[src/rtl/alu_issue.sv]
// ALU issue stage: decodes a MIPS instruction into ALU operands, op code and
// write-back control, then registers them with stall/flush handling.
module alu_issue #(
  parameter int NB_DATA      = 32,
  parameter int NB_OPERATION = 4,
  parameter int NB_REG_ADDR  = 5
) (
  input  logic                    i_clock,
  input  logic                    i_reset,
  input  logic                    i_valid,
  input  logic [31:0]             i_instruction,
  input  logic [NB_DATA-1:0]      i_rs_data,
  input  logic [NB_DATA-1:0]      i_rt_data,
  input  logic                    i_stall,
  input  logic                    i_flush,
  output logic                    o_valid,
  output logic [NB_DATA-1:0]      o_data_a,
  output logic [NB_DATA-1:0]      o_data_b,
  output logic [NB_OPERATION-1:0] o_op,
  output logic [NB_REG_ADDR-1:0]  o_rd_addr,
  output logic                    o_reg_write,
  output logic                    o_illegal
);

  localparam logic [NB_OPERATION-1:0] OP_ADD = NB_OPERATION'(4'b0000);
  localparam logic [NB_OPERATION-1:0] OP_SUB = NB_OPERATION'(4'b0001);
  localparam logic [NB_OPERATION-1:0] OP_AND = NB_OPERATION'(4'b0010);
  localparam logic [NB_OPERATION-1:0] OP_OR  = NB_OPERATION'(4'b0011);
  localparam logic [NB_OPERATION-1:0] OP_XOR = NB_OPERATION'(4'b0100);
  localparam logic [NB_OPERATION-1:0] OP_NOR = NB_OPERATION'(4'b0101);
  localparam logic [NB_OPERATION-1:0] OP_SRL = NB_OPERATION'(4'b0110);
  localparam logic [NB_OPERATION-1:0] OP_SLL = NB_OPERATION'(4'b0111);
  localparam logic [NB_OPERATION-1:0] OP_SRA = NB_OPERATION'(4'b1000);
  localparam logic [NB_OPERATION-1:0] OP_SLT = NB_OPERATION'(4'b1010);
  localparam logic [NB_OPERATION-1:0] OP_LUI = NB_OPERATION'(4'b1011);

  logic [5:0]              w_opcode;
  logic [4:0]              w_rt;
  logic [4:0]              w_rd;
  logic [4:0]              w_shamt;
  logic [5:0]              w_funct;
  logic [15:0]             w_imm;
  logic [NB_DATA-1:0]      w_imm_sext;
  logic [NB_DATA-1:0]      w_imm_zext;
  logic [NB_DATA-1:0]      w_shamt_ext;
  logic [NB_OPERATION-1:0] w_op;
  logic [NB_DATA-1:0]      w_a;
  logic [NB_DATA-1:0]      w_b;
  logic [NB_REG_ADDR-1:0]  w_dst;
  logic                    w_illegal;
  logic                    w_reg_write;

  // rs field feeds only through i_rs_data; its index bits are not needed here
  assign w_opcode    = i_instruction[31:26];
  assign w_rt        = i_instruction[20:16];
  assign w_rd        = i_instruction[15:11];
  assign w_shamt     = i_instruction[10:6];
  assign w_funct     = i_instruction[5:0];
  assign w_imm       = i_instruction[15:0];
  assign w_imm_sext  = {{(NB_DATA-16){w_imm[15]}}, w_imm};
  assign w_imm_zext  = NB_DATA'(w_imm);
  assign w_shamt_ext = NB_DATA'(w_shamt);

  always_comb begin
    w_op      = OP_ADD;
    w_a       = i_rs_data;
    w_b       = i_rt_data;
    w_dst     = NB_REG_ADDR'(w_rd);
    w_illegal = 1'b0;
    if (w_opcode == 6'h00) begin
      case (w_funct)
        6'h00: begin w_op = OP_SLL; w_a = w_shamt_ext; end
        6'h02: begin w_op = OP_SRL; w_a = w_shamt_ext; end
        6'h03: begin w_op = OP_SRA; w_a = w_shamt_ext; end
        6'h04: w_op = OP_SLL;
        6'h06: w_op = OP_SRL;
        6'h07: w_op = OP_SRA;
        6'h21: w_op = OP_ADD;
        6'h23: w_op = OP_SUB;
        6'h24: w_op = OP_AND;
        6'h25: w_op = OP_OR;
        6'h26: w_op = OP_XOR;
        6'h27: w_op = OP_NOR;
        6'h2A: w_op = OP_SLT;
        default: w_illegal = 1'b1;
      endcase
    end else begin
      w_dst = NB_REG_ADDR'(w_rt);
      case (w_opcode)
        6'h09: begin w_op = OP_ADD; w_b = w_imm_sext; end
        6'h0A: begin w_op = OP_SLT; w_b = w_imm_sext; end
        6'h0C: begin w_op = OP_AND; w_b = w_imm_zext; end
        6'h0D: begin w_op = OP_OR;  w_b = w_imm_zext; end
        6'h0E: begin w_op = OP_XOR; w_b = w_imm_zext; end
        6'h0F: begin w_op = OP_LUI; w_b = w_imm_zext; w_a = '0; end
        default: w_illegal = 1'b1;
      endcase
    end
    // Unsupported encodings issue a harmless zero ADD with no write-back
    if (w_illegal) begin
      w_op  = OP_ADD;
      w_a   = '0;
      w_b   = '0;
      w_dst = '0;
    end
  end

  assign w_reg_write = !w_illegal && (w_dst != '0);

  logic                    r_vld_p1;
  logic [NB_DATA-1:0]      r_data_a_p1;
  logic [NB_DATA-1:0]      r_data_b_p1;
  logic [NB_OPERATION-1:0] r_op_p1;
  logic [NB_REG_ADDR-1:0]  r_rd_addr_p1;
  logic                    r_reg_write_p1;
  logic                    r_illegal_p1;

  // Issue register: flush beats stall, stall holds everything
  always_ff @(posedge i_clock or posedge i_reset) begin
    if (i_reset) begin
      r_vld_p1       <= 1'b0;
      r_data_a_p1    <= '0;
      r_data_b_p1    <= '0;
      r_op_p1        <= OP_ADD;
      r_rd_addr_p1   <= '0;
      r_reg_write_p1 <= 1'b0;
      r_illegal_p1   <= 1'b0;
    end else if (i_flush) begin
      r_vld_p1       <= 1'b0;
      r_reg_write_p1 <= 1'b0;
      r_illegal_p1   <= 1'b0;
    end else if (!i_stall) begin
      if (i_valid) begin
        r_vld_p1       <= 1'b1;
        r_data_a_p1    <= w_a;
        r_data_b_p1    <= w_b;
        r_op_p1        <= w_op;
        r_rd_addr_p1   <= w_dst;
        r_reg_write_p1 <= w_reg_write;
        r_illegal_p1   <= w_illegal;
      end else begin
        r_vld_p1       <= 1'b0;
        r_reg_write_p1 <= 1'b0;
        r_illegal_p1   <= 1'b0;
      end
    end
  end

  assign o_valid     = r_vld_p1;
  assign o_data_a    = r_data_a_p1;
  assign o_data_b    = r_data_b_p1;
  assign o_op        = r_op_p1;
  assign o_rd_addr   = r_rd_addr_p1;
  assign o_reg_write = r_reg_write_p1;
  assign o_illegal   = r_illegal_p1;

endmodule

[config.mk]
export PLATFORM = sky130hd
export DESIGN_NAME = alu_issue
export DESIGN_NICKNAME = d
export VERILOG_FILES = /design/src/rtl/alu_issue.sv
export SDC_FILE = /design/constraint.sdc
export NUM_CORES = 1
export LEC_CHECK = 0
export ABC_AREA = 1
export BUFFER_PORTS_ARGS = -buffer_cell sky130_fd_sc_hd__clkbuf_2
export CAP_MARGIN = 20
export CELL_PAD_IN_SITES_DETAIL_PLACEMENT = 1
export CELL_PAD_IN_SITES_GLOBAL_PLACEMENT = 1
export CORE_MARGIN = 5
export CORE_UTILIZATION = 32
export DETAILED_ROUTE_END_ITERATION = 8
export HOLD_SLACK_MARGIN = 0.06
export PLACE_DENSITY = 0.83
export RECOVER_POWER = 50
export REMOVE_ABC_BUFFERS = 1
export SLEW_MARGIN = 10
export SYNTH_ARGS = -nofsm -noshare
export SYNTH_HDL_FRONTEND = slang
export SYNTH_SLANG_ARGS = --single-unit
[constraint.sdc]
create_clock -name i_clock -period 3.4 [get_ports i_clock]
set_input_delay 0.85 -clock i_clock [delete_from_list [all_inputs] [get_ports i_clock]]
set_output_delay 0.85 -clock i_clock [all_outputs]
set_load 0.05 [all_outputs]
### Yosys cells after proc, flatten, opt, wreduce, memory -nomap -nowiden

Index checks and enable logic that the tools add are counted.

| storage, ports and cells | value |
|---|---|
| output and inout port bits | 76 |
| input port bits | 101 |
| logic and storage cells | 67 |
| flip-flop bits (word level) | 76 |

| operators by class | value |
|---|---|
| bitwise operators | 2 |
| multiplexer cells | 25 |
| reduce and logical (&&, ||, !) cells | 14 |
| eq/ne operators | 19 |

Operator list:

| kind | number |
|---|---|
| two-way mux 32 bit | 6 |
| case mux 32 bit (2 select lines) | 1 |
| equality test 6 bit (second input constant) | 7 |
| equality test 6 x 4 -> 1 bit (second input constant) | 6 |
| case mux 4 bit (9 select lines) | 1 |
| case mux 4 bit (5 select lines) | 1 |
| equality test 6 x 3 -> 1 bit (second input constant) | 3 |
| OR reduction 13 bit | 1 |
| equality test 6 x 2 -> 1 bit (second input constant) | 2 |
| logical NOT 6 bit | 2 |
| two-way mux 1 bit | 12 |
| two-way mux 5 bit | 2 |
| two-way mux 4 bit | 2 |
| OR reduction 2 bit | 4 |
| OR reduction 6 bit | 1 |
| nonzero test 5 bit | 1 |
| OR reduction 4 bit | 1 |
| AND reduction 3 bit | 1 |
| OR reduction 3 bit | 1 |
| != test 2 x 1 -> 1 bit (second input constant) | 1 |
| inverter 1 bit | 2 |
| logical AND 1 bit | 1 |
| logical NOT 1 bit | 1 |

### Longest topological paths before layout

| logic depth | value |
|---|---|
| depth in word-level cells | 10 |
| depth in mapped cells | 15 |

### Worst setup path after synthesis

OpenSTA, ideal clock, no wires.

| path | value |
|---|---|
| path type | input to register |
| start point | input port i_instruction[31] |
| end point | register r_data_a_p1[19], in the netlist o_data_a[19] |
| path buffers | 2 |
| data arrival time | 2.013 ns |
| stages on the path | 11 |
| data required time | 3.334 ns |
| slack | 1.321 ns |
| path through | nor2_2 > nand3_2 > inv_2 > nand2_2 > nand2_4 > nand2_4 > inv_4 > buf_8 > buf_12 > nand3_2 > nand2_1 |

| between the ends | value |
|---|---|
| longest elaborated chain between the ends | 5 |
| elaborated cells on any way between the ends | 13 |
| those cells by class | eq/ne: 6; mux: 5; reduce/logical: 2 |

RTL lines:

| item | line | RTL |
|---|---|---|
| start, declared | 11 | `input logic [31:0] i_instruction,` |
| equality test 6 x 4 -> 1 bit | 89 | `case (w_opcode)` |
| OR reduction 6 bit (no line) | n/a |  |
| two-way mux 1 bit | 89 |  |
| two-way mux 1 bit | 70 | `if (w_opcode == 6'h00) begin` |
| two-way mux 32 bit * | 100 | `if (w_illegal) begin` |
| end signal, assigned | 135 | `r_data_a_p1 <= w_a;` |
| end, declared | 111 | `logic [NB_DATA-1:0] r_data_a_p1;` |

Mark *: on every way between the ends. The rest lies on a longest branch, timed or not.
A chain may end at the register's enable or synchronous reset.

### Final worst setup path

| path | value |
|---|---|
| start point | input port i_instruction[31] |
| end point | register r_data_a_p1[10], in the netlist o_data_a[10] |

Same word-level chain as after synthesis.

==> impl_metrics.tcl <==
set metrics [dict create \
    cp_data_required_time_ps 3660 \
    setup_tns_ps 0 \
    hold_ws_ps 475 \
    antenna_left 0 \
    placementRows 39 \
    first_global_vias 3883 \
    synth-seq-cells 76 \
    r2r_setup_slack_ps 2700 \
    hold_path.class "register to register" \
    first_pass_iters 4 \
    final_common_cell "nand2_1" \
    ys_seq_area_share_pct 52.3 \
    grt.overflow.total 0 \
    antenna_found_initial 0 \
    drc_errors 0 \
    fin_skew_ps 0 \
    r2r-end "o_data_b[18]$_DFFE_PP0P_" \
    ctsHoldBuffers 0 \
    wl_mm 12.3 \
    synthCells 435 \
    r2r_start "o_data_b[18]$_DFFE_PP0P_" \
    violations "max-capacitance violations, max-slew violations" \
    min_to "o_data_a[1]$_DFFE_PP0P_" \
    yosys_warnings 0 \
    critPathSlowestCell "inv_4" \
    powerDensity_nw_per_um2 478 \
    syn2layout_area_growth_pct 33.5 \
    grt_setup_unrepaired "false" \
    crit_arrival_ps 3070 \
    die_h_um 117 \
    cts.sinks 76 \
    cts.path.max_buffers 2 \
    cts_tree "built" \
    cts.htree.levels 3 \
    fill_cells 1420 \
    worstPathCellList "clkbuf_1, nor2_1, nand3_1, inv_1, nand2_2, nand2_4, nand2_4, inv_4, nand3_1, nand2_1" \
    slew_headroom_pct -3.39 \
    die_w_um 117 \
    cts_setup_buffers 0 \
    endpoint_kind "register" \
    synth_area_per_cell_um2 8.36 \
    clk_pin_slew_ps 60 \
    core_um2 11300 \
    status "finished with violations" \
    critPathMaxStageDelay_ps 400 \
    portBuffers 171 \
    numCtsBuffers 9 \
    slew_viol_final 34 \
    timing.fmax_mhz 356 \
    clk-insertion-delay-late_ps 330 \
    vias 3657 \
    holdCritStartpoint "o_data_a[1]$_DFFE_PP0P_" \
    cts_root_buffer "clkbuf_16" \
    period_needed_ps 2810 \
    max-cap-violations 1 \
    grt_usage_pct 18.1 \
    min_delay_path_depth 2 \
    initialDrtViolationCount 158 \
    p_leak_nw 2.64 \
    finish.net_count 704 \
    grt_start_max_net_pins 49 \
    synth_cell_types 29 \
    setup_violations 0 \
    cts_resized 0 \
    finalHoldViolCount 0 \
    vdd_drop_max_v 0.000211 \
    diodes 0 \
    cp_max_fo 37 \
    syn-cell-area_um2 3640 \
    drt-vias-per-instance 4.88 \
    gp_congestion 0.912 \
    r2r_cells 2 \
    setup_slack_ps 592 \
    io_pins 177 \
    grt_pass1_wl_mm 19.4 \
    start_util_pct 32.3 \
    timing_worst_setup_path_type "primary input to register" \
    final_cell_mix "nand2_1 (151), clkbuf_2 (137), dfrtp_1 (76)" \
    startpoint_type "primary input" \
    dpl.hpwl_mm 9.25 \
    drive_above_1_share_pct 30.1 \
    die_area_um2 13600 \
    tightestPinTransition_ps 1540 \
    wire_per_inst_um 16.4 \
    post-place-ws_ps 421 \
    period_share_pct 82.6 \
]
-- cell type report --
type	instances	area, um2	area share, %
Tap cell	143	179	3.68
Inverter	24	93.8	1.93
Timing Repair Buffer	178	871	17.9
Multi-Input combinational cell	314	1520	31.3
Clock buffer	11	243	5.00
Sequential cell	76	1900	39.2
Clock inverter	4	50.0	1.03
-- report_power, final --
| group | internal [mW] | switching [mW] | total [mW] |
|---|---|---|---|
| clock | 0.583 | 0.366 | 0.950 |
| sequential | 0.947 | 0.0246 | 0.971 |
| combinational | 0.105 | 0.295 | 0.400 |
-- worst max-delay path, delay by kind of cell --
kind / cells / cell delay [ps]
simple gates: 7 / 1380
buf+inv: 3 / 840
-- layer usage --
layer | routed length, um | track usage (%)
met3 | 552 | 2.85
met2 | 6270 | 31.8
met1 | 5320 | 22.8
met4 | 161 | 5.89
met5 | 0 | 0
-- registers in the layout (all words and copies together), names as in the netlist --
signal       cells
o_data_a        32
o_data_b        32
o_rd_addr        5
o_op             4
o_illegal        1
o_reg_write      1
o_valid          1
-- worst max path at each step --
| stage | startpoint | end | slack (ps) | depth (start not counted) |
|---|---|---|---|---|
| 5_1_grt | i_instruction[31] | o_data_a[10]$_DFFE_PP0P_ | 300 | 10 |
| 2_1_floorplan | i_instruction[31] | o_data_a[10]$_DFFE_PP0P_ | 530 | 9 |
| 4_1_cts | i_instruction[31] | o_data_a[10]$_DFFE_PP0P_ | 770 | 10 |
| 3_5_place_dp | i_instruction[31] | o_data_a[10]$_DFFE_PP0P_ | 420 | 10 |
| 6_report | i_instruction[31] | o_data_a[10]$_DFFE_PP0P_ | 590 | 10 |
| 3_3_place_gp | i_instruction[31] | o_data_a[13]$_DFFE_PP0P_ | 510 | 10 |
-- per-stage QoR --
stage	std cells	area, um2	util (%)	total power, mW
2_1_floorplan	414	3520	-	1.24
3_5_place_dp	734	4610	40.9	1.40
3_3_place_gp	734	4610	40.9	1.38
6_report	750	4860	43.1	2.32
5_1_grt	750	4860	43.1	2.42
4_1_cts	749	4910	43.5	2.36
-- cell usage after synthesis, drive strengths merged --
master	count	area (um2)
a21o	1	7.51
a21oi	4	23.8
buf	10	77.6
clkbuf	11	41.3
dfrtp	76	1900
inv	24	92.6
mux2i	9	90.1
nand2	154	596
nand3	40	255
nand4	7	43.8
nor2	16	80.1
nor3	2	10.0
o211a	1	10.0
o21ai	76	380
o221ai	1	8.76
o22ai	2	12.5
o31ai	1	7.51
-- cell families (layout without fill, tap and decap cells) --
group / after synthesis / in the layout / share of synthesized area (%)
simple gates: 219 / 219 / 27.1
compound gates: 86 / 86 / 12.4
flops: 76 / 76 / 52.3
buf+inv: 45 / 217 / 5.81
mux: 9 / 9 / 2.48
Note: power is estimated with default switching activity, not from simulation.
